File: src/rtl/gray_decoder_monitor_if.sv
// Bundle of the Gray count input, the error-clear control and the monitor status outputs.
// The master side drives the Gray bus and the clear; the slave side is the monitor.
interface gray_decoder_monitor_if #(
    parameter int N     = 4,
    parameter int ERR_W = 8
);
    logic [N-1:0]     gray_in;
    logic             clear_err;
    logic [N-1:0]     bin_out;
    logic             bin_valid;
    logic             locked;
    logic             step_err;
    logic [ERR_W-1:0] err_count;

    modport master (
        output gray_in, clear_err,
        input  bin_out, bin_valid, locked, step_err, err_count
    );

    modport slave (
        input  gray_in, clear_err,
        output bin_out, bin_valid, locked, step_err, err_count
    );
endinterface

File: src/rtl/gray_decoder_monitor.sv
// Gray-to-binary receiver that checks each sample is a hold or a +1 step and tracks lock.
// Define GRAY_SYNC_EN to pass gray_in through a 2-flop synchronizer before conversion.
module gray_decoder_monitor #(
    parameter int N        = 4,
    parameter int LOCK_CNT = 3,
    parameter int ERR_W    = 8
) (
    input  logic                  clk,
    input  logic                  reset,
    gray_decoder_monitor_if.slave bus
);
    localparam int OKW = $clog2(LOCK_CNT + 1);

    typedef enum logic [1:0] {IDLE, ACQUIRE, LOCKED} state_t;

    state_t           state_reg, state_next;
    logic [OKW-1:0]   ok_cnt_reg, ok_cnt_next;
    logic [N-1:0]     bin_reg, bin_next;
    logic             valid_reg, valid_next;
    logic             step_err_reg, step_err_next;
    logic [ERR_W-1:0] err_reg, err_next;

    logic [N-1:0]     sample;
    logic             sample_ready;
    logic [N-1:0]     bin_comb;
    logic [N-1:0]     delta;
    logic             good_step;
    logic             hold_step;
    logic             err_event;

`ifdef GRAY_SYNC_EN
    logic [N-1:0] sync1_reg, sync2_reg;
    logic [1:0]   fill_reg;

    // fill_reg holds off the first load until sync2 carries a real post-reset sample
    always_ff @(posedge clk or posedge reset) begin
        if (reset) begin
            sync1_reg <= '0;
            sync2_reg <= '0;
            fill_reg  <= 2'd0;
        end else begin
            sync1_reg <= bus.gray_in;
            sync2_reg <= sync1_reg;
            if (fill_reg != 2'd2)
                fill_reg <= fill_reg + 2'd1;
        end
    end

    assign sample       = sync2_reg;
    assign sample_ready = (fill_reg == 2'd2);
`else
    assign sample       = bus.gray_in;
    assign sample_ready = 1'b1;
`endif

    // Each binary bit is the XOR of all Gray bits at or above it
    generate
        for (genvar gi = 0; gi < N; gi++) begin : g_conv
            assign bin_comb[gi] = ^sample[N-1:gi];
        end
    endgenerate

    assign delta     = bin_comb - bin_reg;
    assign good_step = (delta == N'(1));
    assign hold_step = (delta == '0);

    always_comb begin
        state_next    = state_reg;
        ok_cnt_next   = ok_cnt_reg;
        step_err_next = 1'b0;
        err_event     = 1'b0;
        valid_next    = valid_reg;
        bin_next      = bin_reg;
        case (state_reg)
            IDLE: begin
                if (sample_ready) begin
                    bin_next    = bin_comb;
                    valid_next  = 1'b1;
                    ok_cnt_next = '0;
                    state_next  = ACQUIRE;
                end
            end
            ACQUIRE: begin
                bin_next = bin_comb;
                if (good_step) begin
                    ok_cnt_next = ok_cnt_reg + OKW'(1);
                    if (ok_cnt_reg == OKW'(LOCK_CNT - 1))
                        state_next = LOCKED;
                end else if (!hold_step) begin
                    ok_cnt_next = '0;
                end
            end
            LOCKED: begin
                bin_next = bin_comb;
                if (!good_step && !hold_step) begin
                    step_err_next = 1'b1;
                    err_event     = 1'b1;
                    ok_cnt_next   = '0;
                    state_next    = ACQUIRE;
                end
            end
            default: begin
                state_next = IDLE;
            end
        endcase

        // A fresh error outranks a simultaneous clear, so the count restarts at one
        if (bus.clear_err)
            err_next = err_event ? ERR_W'(1) : '0;
        else if (err_event && (err_reg != '1))
            err_next = err_reg + ERR_W'(1);
        else
            err_next = err_reg;
    end

    always_ff @(posedge clk or posedge reset) begin
        if (reset) begin
            state_reg    <= IDLE;
            ok_cnt_reg   <= '0;
            bin_reg      <= '0;
            valid_reg    <= 1'b0;
            step_err_reg <= 1'b0;
            err_reg      <= '0;
        end else begin
            state_reg    <= state_next;
            ok_cnt_reg   <= ok_cnt_next;
            bin_reg      <= bin_next;
            valid_reg    <= valid_next;
            step_err_reg <= step_err_next;
            err_reg      <= err_next;
        end
    end

    assign bus.bin_out   = bin_reg;
    assign bus.bin_valid = valid_reg;
    assign bus.locked    = (state_reg == LOCKED);
    assign bus.step_err  = step_err_reg;
    assign bus.err_count = err_reg;
endmodule
File: src/flat_wrapper.sv
// flat-port wrapper written by rule: the top's interface ports become plain ports
module gray_decoder_monitor_flat 
#(
    parameter int N        = 4,
    parameter int LOCK_CNT = 3,
    parameter int ERR_W    = 8
)
  (clk, reset, bus_gray_in, bus_clear_err, bus_bin_out, bus_bin_valid, bus_locked, bus_step_err, bus_err_count);
  gray_decoder_monitor_if #(.N(N), .ERR_W(ERR_W)) bus_i ();
  input  logic clk;
  input  logic reset;
  input wire logic [$bits(bus_i.gray_in)-1:0] bus_gray_in;
  input wire logic [$bits(bus_i.clear_err)-1:0] bus_clear_err;
  output wire logic [$bits(bus_i.bin_out)-1:0] bus_bin_out;
  output wire logic [$bits(bus_i.bin_valid)-1:0] bus_bin_valid;
  output wire logic [$bits(bus_i.locked)-1:0] bus_locked;
  output wire logic [$bits(bus_i.step_err)-1:0] bus_step_err;
  output wire logic [$bits(bus_i.err_count)-1:0] bus_err_count;
  assign bus_i.gray_in = bus_gray_in;
  assign bus_i.clear_err = bus_clear_err;
  assign bus_bin_out = bus_i.bin_out;
  assign bus_bin_valid = bus_i.bin_valid;
  assign bus_locked = bus_i.locked;
  assign bus_step_err = bus_i.step_err;
  assign bus_err_count = bus_i.err_count;
  gray_decoder_monitor #(.N(N), .LOCK_CNT(LOCK_CNT), .ERR_W(ERR_W)) u_core (.clk(clk), .reset(reset), .bus(bus_i));
endmodule
File: config.mk
export PLATFORM = sky130hd
export DESIGN_NAME = gray_decoder_monitor_flat
export DESIGN_NICKNAME = d
export VERILOG_FILES = /design/src/rtl/gray_decoder_monitor_if.sv /design/src/rtl/gray_decoder_monitor.sv /design/src/flat_wrapper.sv
export SDC_FILE = /design/constraint.sdc
export NUM_CORES = 1
export LEC_CHECK = 0
export BUFFER_PORTS_ARGS = -buffer_cell sky130_fd_sc_hd__buf_4
export CAP_MARGIN = 15
export CORE_MARGIN = 2
export CORE_UTILIZATION = 40
export DETAILED_ROUTE_END_ITERATION = 10
export PLACE_DENSITY_LB_ADDON = 0.2
export SLEW_MARGIN = 20
export SYNTH_ARGS = -nofsm -noshare
export SYNTH_HDL_FRONTEND = slang
export SYNTH_SLANG_ARGS = --single-unit
File: constraint.sdc
create_clock -name clk -period 2 [get_ports clk]
set_input_delay 0.4 -clock clk [delete_from_list [all_inputs] [get_ports clk]]
set_output_delay 0.4 -clock clk [all_outputs]
set_load 0.03 [all_outputs]
# --- Yosys cells after proc, flatten, opt, wreduce, memory -nomap -nowiden ---
# Cells that the tools add are included.
totals:
  regBits: 18
  latch_bits: 0
  ram_bits: 0
  rom_bits: 0
  in_bits: 7
  output_inout_bits: 15
  wordCells: 45
  mem_count: 0
op_classes:
  n_addsub: 3
  n_mul: 0
  div: 0
  order_cmp: 0
  eq_ne: 9
  n_shift: 0
  muxes: 13
  n_bitwise: 0
  reduce_logical: 14
op_table:
  columns: ["op", "count"]
  rows:
  - ["two-way mux 8 bit", 2]
  - ["two-way mux 2 bit", 6]
  - ["one-hot mux 2 bit (3 select lines)", 2]
  - ["adder 8 x 1 -> 8 bit (second input constant)", 1]
  - ["inequality test 8 bit (second input constant)", 1]
  - ["inequality test 2 x 1 -> 1 bit (second input constant)", 3]
  - ["AND reduction 3 bit", 2]
  - ["equality test 2 bit (second input constant)", 2]
  - ["equality test 4 x 1 -> 1 bit (second input constant)", 1]
  - ["zero test 4 bit", 1]
  - ["parity 4 bit", 1]
  - ["subtractor 4 bit", 1]
  - ["two-way mux 1 bit", 3]
  - ["inequality test 3 x 2 -> 1 bit (second input constant)", 1]
  - ["nonzero test 3 bit", 1]
  - ["OR reduction 3 bit", 1]
  - ["parity 3 bit", 1]
  - ["adder 2 x 1 -> 2 bit (second input constant)", 1]
  - ["equality test 2 x 1 -> 1 bit (second input constant)", 1]
  - ["logical AND 1 bit", 2]
  - ["zero test 1 bit", 2]
  - ["zero test 2 bit", 1]
  - ["nonzero test 2 bit", 1]
  - ["parity 2 bit", 1]

# --- Depth between registers and ports, before layout ---
logic_depth:
  ltp_word: 10
  depth_mapped: 11
  mapped_depth_nobuf: 10

# --- Worst setup path after synthesis ---
# OpenSTA, ideal clock, no wires.
synth_path:
  kind: "input-to-reg"
  start: "input bus_gray_in[3]"
  end: "register u_core.err_reg[7], in the netlist u_core.bus.err_count[7]"
  setup_time_ps: 94
  arrival_ps: 2712
  required_ps: 1906
  slack_ps: -805
  path_stages: 10
  path_buffers: 0
  path_cell_list: "xor2_1 -> xnor2_1 -> xor2_1 -> ha_1 -> fa_1 -> xor2_1 -> nand2_1 -> a21oi_2 -> or4_4 -> a221oi_2"
synth_via:
  elab_chain_len: 9
  word_cells_on_any_way: 13
  classes_between: "1 x add/sub; 1 x eq/ne; 2 x mux; 9 x reduce/logical"
synth_rtl:
  columns: ["item", "line_no", "source"]
  rows:
  - ["start: declaration", "flat_wrapper.sv:12", "input wire logic [$bits(bus_i.gray_in)-1:0] bus_gray_in;"]
  - ["parity 4 bit, or another cell as far along", "gray_decoder_monitor.sv:59", "assign bin_comb[gi] = ^sample[N-1:gi];"]
  - ["subtractor 4 bit (*)", "gray_decoder_monitor.sv:63", "assign delta = bin_comb - bin_reg;"]
  - ["equality test 4 x 1 -> 1 bit or zero test 4 bit (tied branches)", "gray_decoder_monitor.sv:64, gray_decoder_monitor.sv:65", null]
  - ["zero test 1 bit, on equally long branches", null, null]
  - ["logical AND 1 bit (*)", "gray_decoder_monitor.sv:95", "if (!good_step && !hold_step) begin"]
  - ["two-way mux 1 bit (*)", "gray_decoder_monitor.sv:95", null]
  - ["two-way mux 1 bit (*)", "gray_decoder_monitor.sv:74", "case (state_reg)"]
  - ["logical AND 1 bit (*)", "gray_decoder_monitor.sv:110", "else if (err_event && (err_reg != '1))"]
  - ["nonzero test 2 bit (no source line) (*)", null, null]
  - ["end signal: assignment", "gray_decoder_monitor.sv:130", "err_reg <= err_next;"]
  - ["end: declaration", "gray_decoder_monitor.sv:21", "logic [ERR_W-1:0] err_reg, err_next;"]
# Every way passes the cells marked *; elsewhere a longest branch is shown, timed or not.
# A chain may end at the register's enable or synchronous reset.

# --- Final worst setup path ---
layout_path:
  start: "input bus_gray_in[3]"
  end: "register u_core.err_reg[6], in the netlist u_core.bus.err_count[6]"
layout_via:
  elab_chain_len: 9
  word_cells_on_any_way: 13
  classes_between: "1 x add/sub; 1 x eq/ne; 2 x mux; 9 x reduce/logical"
layout_rtl:
  columns: ["item", "line_no", "source"]
  rows:
  - ["parity 2 bit (*)", "gray_decoder_monitor.sv:59", null]
  - ["via u_core.bin_comb[2]", "gray_decoder_monitor.sv:25", "logic [N-1:0] bin_comb;"]
  - ["subtractor 4 bit (*)", "gray_decoder_monitor.sv:63", null]
  - ["equality test 4 x 1 -> 1 bit or zero test 4 bit (tied branches)", "gray_decoder_monitor.sv:64, gray_decoder_monitor.sv:65", null]
  - ["zero test 1 bit, on equally long branches", null, null]
  - ["logical AND 1 bit (*)", "gray_decoder_monitor.sv:95", null]
  - ["two-way mux 1 bit (*)", "gray_decoder_monitor.sv:95", null]
  - ["two-way mux 1 bit (*)", "gray_decoder_monitor.sv:74", null]
  - ["logical AND 1 bit (*)", "gray_decoder_monitor.sv:110", null]
  - ["nonzero test 2 bit (no source line) (*)", null, null]
# Mark *: on every way through the listed nets, which the timed path passes. The rest lies on a longest branch.

==> impl_table.tex <==
\begin{tabular}{lr}
\hline
Metric & Value \\
\hline
\multicolumn{2}{l}{\textbf{Setup path}} \\
\quad Required @ worst endpoint & 2240 ps \\
\quad Chain of cells forming the critical path & buf\_8 > xor2\_4 > xnor2\_2 > xor2\_1 > ha\_2 > fa\_2 > nand2\_2 > a21oi\_4 > buf\_6 > or4\_4 > a21oi\_2 \\
\quad Highest fanout seen on the critical path & 8 \\
\quad Arrival time reported for the critical path endpoint & 2610 ps \\
\quad Largest stage delay on the critical path & 430 ps \\
\quad Kind of critical path & in2reg \\
\quad Sort of element at the start of the critical path & input port \\
\quad Slowest cell on the critical path & sky130\_fd\_sc\_hd\_\_fa\_2 \\
\quad Critical Path Sink Type & flop \\
\multicolumn{2}{l}{\textbf{Die}} \\
\quad Floorplan Core Area & approximately 2500 sq um \\
\quad Die height & 56.0 um \\
\quad Number of placement rows & 18 \\
\quad Die Wd & 56.0 um \\
\quad Number of top-level design ports & 22 \\
\quad Die ar. & 3130 sq um \\
\quad Starting Density & 42.8\% \\
\multicolumn{2}{l}{\textbf{Place}} \\
\quad Buffers on Ports & 21 \\
\quad Placed insts & roughly 160 \\
\quad Placed cell area & between 1000 and 1500 sq um \\
\quad Final weighted congestion of routability-driven global placement & roughly 0.85 \\
\quad Post-DP HPWL & between 1500 and 2000 um \\
\multicolumn{2}{l}{\textbf{Layout}} \\
\quad Flip-flop count of the largest register after layout & 8 \\
\quad Antenna fix cells & 0 \\
\quad Area growth from synthesis to layout & 40.6\% \\
\quad Share of post-route cells with drive strength above 1 & 42.1\% \\
\quad Leading cell type in the layout, fill and taps excluded & sky130\_fd\_sc\_hd\_\_buf\_4 \\
\quad Most frequent cells in the layout & sky130\_fd\_sc\_hd\_\_buf\_4, sky130\_fd\_sc\_hd\_\_dfrtp\_1, sky130\_fd\_sc\_hd\_\_inv\_1 \\
\quad Area of all placed cells without fillers & 1520 sq um \\
\quad Number of nets in the layout & 154 \\
\quad Non-filler cells in the finished layout & 170 \\
\multicolumn{2}{l}{\textbf{CTS}} \\
\quad H-tree depth & 1 \\
\quad Clock buffers created by TritonCTS & 3 \\
\quad Quantity of hold-fixing buffers added after cts & 0 \\
\quad CTS tree & yes \\
\quad Clock-pin slew of the registers on the worst-case setup and hold paths & 110 ps \\
\quad Total number of clock tree sinks & 18 \\
\quad Max Root-Sink Buffers & 2 \\
\quad Cell at the root of the clock tree & sky130\_fd\_sc\_hd\_\_clkbuf\_4 \\
\quad Worst-Skew Late Latency & 300 ps \\
\multicolumn{2}{l}{\textbf{Timing}} \\
\quad Number of endpoints failing setup at the final stage & 13 \\
\quad Worst Slack Setup Final & -372 ps \\
\quad Transition time of the tightest slew-check pin & between 700 and 800 ps \\
\quad Headroom to the max-slew limit & 49.0\% \\
\quad Post-route clock period utilization & 119\% \\
\quad Hold WS & roughly 190 ps \\
\quad Unrepaired setup endpoints after global routing & yes \\
\quad Final count of pins violating max slew & 0 \\
\quad Fmax & around 420 MHz \\
\quad Total negative setup slack & -4200 ps \\
\quad Worst Skew & 7.22 ps \\
\quad Final hold violation count & 0 \\
\quad Final period demand of the worst path & approximately 2400 ps \\
\multicolumn{2}{l}{\textbf{Routing}} \\
\quad DRC marker count from the first detailed-route iteration & 15 \\
\quad Routed wire length & 2400 um \\
\quad Remaining design rule violation count & 0 \\
\quad Routed via count & between 900 and 1000 \\
\quad Routed wire length per instance & 14.1 um \\
\quad Number of detailed-route iterations in the first pass & 4 \\
\quad Detail-routed via count per cell & 5.48 \\
\quad Number of nets with antenna violations after routing & 0 \\
\multicolumn{2}{l}{\textbf{Run status}} \\
\quad Violated checks & negative setup slack \\
\quad Status & finished with violations \\
\multicolumn{2}{l}{\textbf{Yosys}} \\
\quad Total of flip-flops plus latches after synthesis & 18 \\
\quad Instance count of the mapped netlist & 108 \\
\quad Most frequently used flop master after synthesis & sky130\_fd\_sc\_hd\_\_dfrtp\_1 \\
\quad Yosys warns & 0 \\
\quad Number of library cell types mapped by synthesis & 38 \\
\quad Net count after synthesis & 121 \\
\quad Average cell area after synthesis & 10.0 sq um \\
\quad Fraction of registers with async set/reset & 100\% \\
\quad EDFF count, synth & 0 \\
\quad Syn Std Cell Area & 1080 sq um \\
\quad Share of synthesized area occupied by flip-flops and latches & 41.7\% \\
\multicolumn{2}{l}{\textbf{Pwr}} \\
\quad Logic gate share of total power & 36.7\% \\
\quad Final Total Pwr & about 0.99 mW \\
\quad Static Leak & 0.682 nW \\
\quad IR Drop Worst-Case VDD & 0.000404 V \\
\quad Sequential Power Share & 40.3\% \\
\quad Net Sw Power & 0.322 mW \\
\quad Internal & about 0.66 mW \\
\quad Clock Power Share & a little under a quarter \\
\quad Total power divided by cell area & $\sim$650 nW/um\^{}2 \\
\quad Switching part of the total power & 32.7\% \\
\multicolumn{2}{l}{\textbf{GRT}} \\
\quad Antenna violations before repair & 0 \\
\quad Number of global-route vias before repair & between 900 and 1000 \\
\quad Maximum number of pins on one net before global-route repair & 19 \\
\quad First-pass GRT wire length & 4030 um \\
\quad GRT Residual Overflow & 0 \\
\quad Total routing resource utilization after global routing & 16.1\% \\
\multicolumn{2}{l}{\textbf{Min path}} \\
\quad Worst hold path type & in2async \\
\multicolumn{2}{l}{\textbf{Run}} \\
\quad Max cap viols & 0 \\
\hline
\end{tabular}
[worst max-delay path, delay by kind of cell]
kind            cells  cell delay, ps
compound gates      2             210
xor+xnor            3             550
fa+ha+maj           2             650
buf+inv             2             260
simple gates        2             530
[stage by stage]
step | util, % | setup WS (ps)
after floorplan | - | -554
after global placement | 54.2 | -687
after detailed placement | 54.2 | -727
after CTS | 58.0 | -362
after global routing | 60.2 | -436
final | 60.2 | -372
[cell usage after synthesis, types with 2 or more instances]
library cell / n / area (sq um)
sky130_fd_sc_hd__mux2_2: 2 / 22.5
sky130_fd_sc_hd__nor3_1: 5 / 25.0
sky130_fd_sc_hd__xor2_1: 4 / 35.0
sky130_fd_sc_hd__mux2_1: 4 / 45.0
sky130_fd_sc_hd__nand3_1: 5 / 25.0
sky130_fd_sc_hd__mux2i_1: 2 / 20.0
sky130_fd_sc_hd__nand2_1: 7 / 26.3
sky130_fd_sc_hd__nor2_1: 7 / 26.3
sky130_fd_sc_hd__dfrtp_1: 18 / 450
sky130_fd_sc_hd__inv_1: 8 / 30.0
sky130_fd_sc_hd__nor4_1: 3 / 18.8
sky130_fd_sc_hd__ha_1: 5 / 62.6
sky130_fd_sc_hd__nor2b_1: 4 / 25.0
sky130_fd_sc_hd__nand4_1: 3 / 18.8
sky130_fd_sc_hd__o21bai_1: 2 / 15.0
sky130_fd_sc_hd__nand2b_1: 3 / 18.8
sky130_fd_sc_hd__buf_2: 2 / 10.0
sky130_fd_sc_hd__a21oi_1: 3 / 15.0
sky130_fd_sc_hd__o211ai_1: 2 / 15.0
[area by class of cell]
| type | instances | area (sq um) |
|---|---|---|
| timing repair buffer | 31 | 259 |
| tap | 30 | 37.5 |
| sequential | 18 | 450 |
| fill | 210 | 1000 |
| inverter | 8 | 30.0 |
| multi-input combinational | 79 | 704 |
| clock buffer | 4 | 36.3 |
[worst paths after layout]
check	end	startpoint	slack (ps)	depth (start not counted)
min in group clk	u_core.bus.err_count[6]	bus_clear_err	350	2
max in group asynchronous	u_core.bus.err_count[0]	reset	1380	2
setup reg to reg	u_core.bus.err_count[6]	u_core.bus.bin_out[2]	-60	8
hold reg to reg	u_core.bus.bin_valid	u_core.bus.bin_valid	490	1
hold / removal	u_core.bus.bin_out[3]	reset	190	2
setup / recovery	u_core.bus.err_count[6]	bus_gray_in[3]	-370	11
[cells by family (layout without fill, tap and decap cells)]
family,after synthesis,in the layout,synth area share (%)
simple gates,46,46,24.6
flops,18,18,41.7
fa+ha+maj,6,6,7.65
compound gates,14,14,9.85
buf+inv,11,43,4.06
mux,8,8,8.11
xor+xnor,5,5,4.06
[metal layers]
| metal | up-vias | GRT usage [%] | share of wire [%] |
|---|---|---|---|
| li1 | 449 | - | - |
| met1 | 450 | 19.7 | 42 |
| met2 | 28 | 28.1 | 51 |
| met3 | 5 | 3.72 | 4.9 |
| met4 | 0 | 4.76 | 1.9 |
| met5 | - | 0 | 0 |
[power groups by stage]
stage	Sequential (mW)	Clock, mW	Combinational, mW
global placement	0.403	0	0.294
global route	0.401	0.253	0.390
floorplan	0.431	0	0.172
detailed placement	0.405	0	0.301
CTS	0.398	0.226	0.335
finish	0.397	0.226	0.362
[timing repair]
item                                    in CTS  in global routing
gates resized for setup                     10                 10
setup buffers                                2                  1
endpoints found under the setup margin      13                 13
pin swaps                                    7                  7
(Power assumes the default switching activity.)
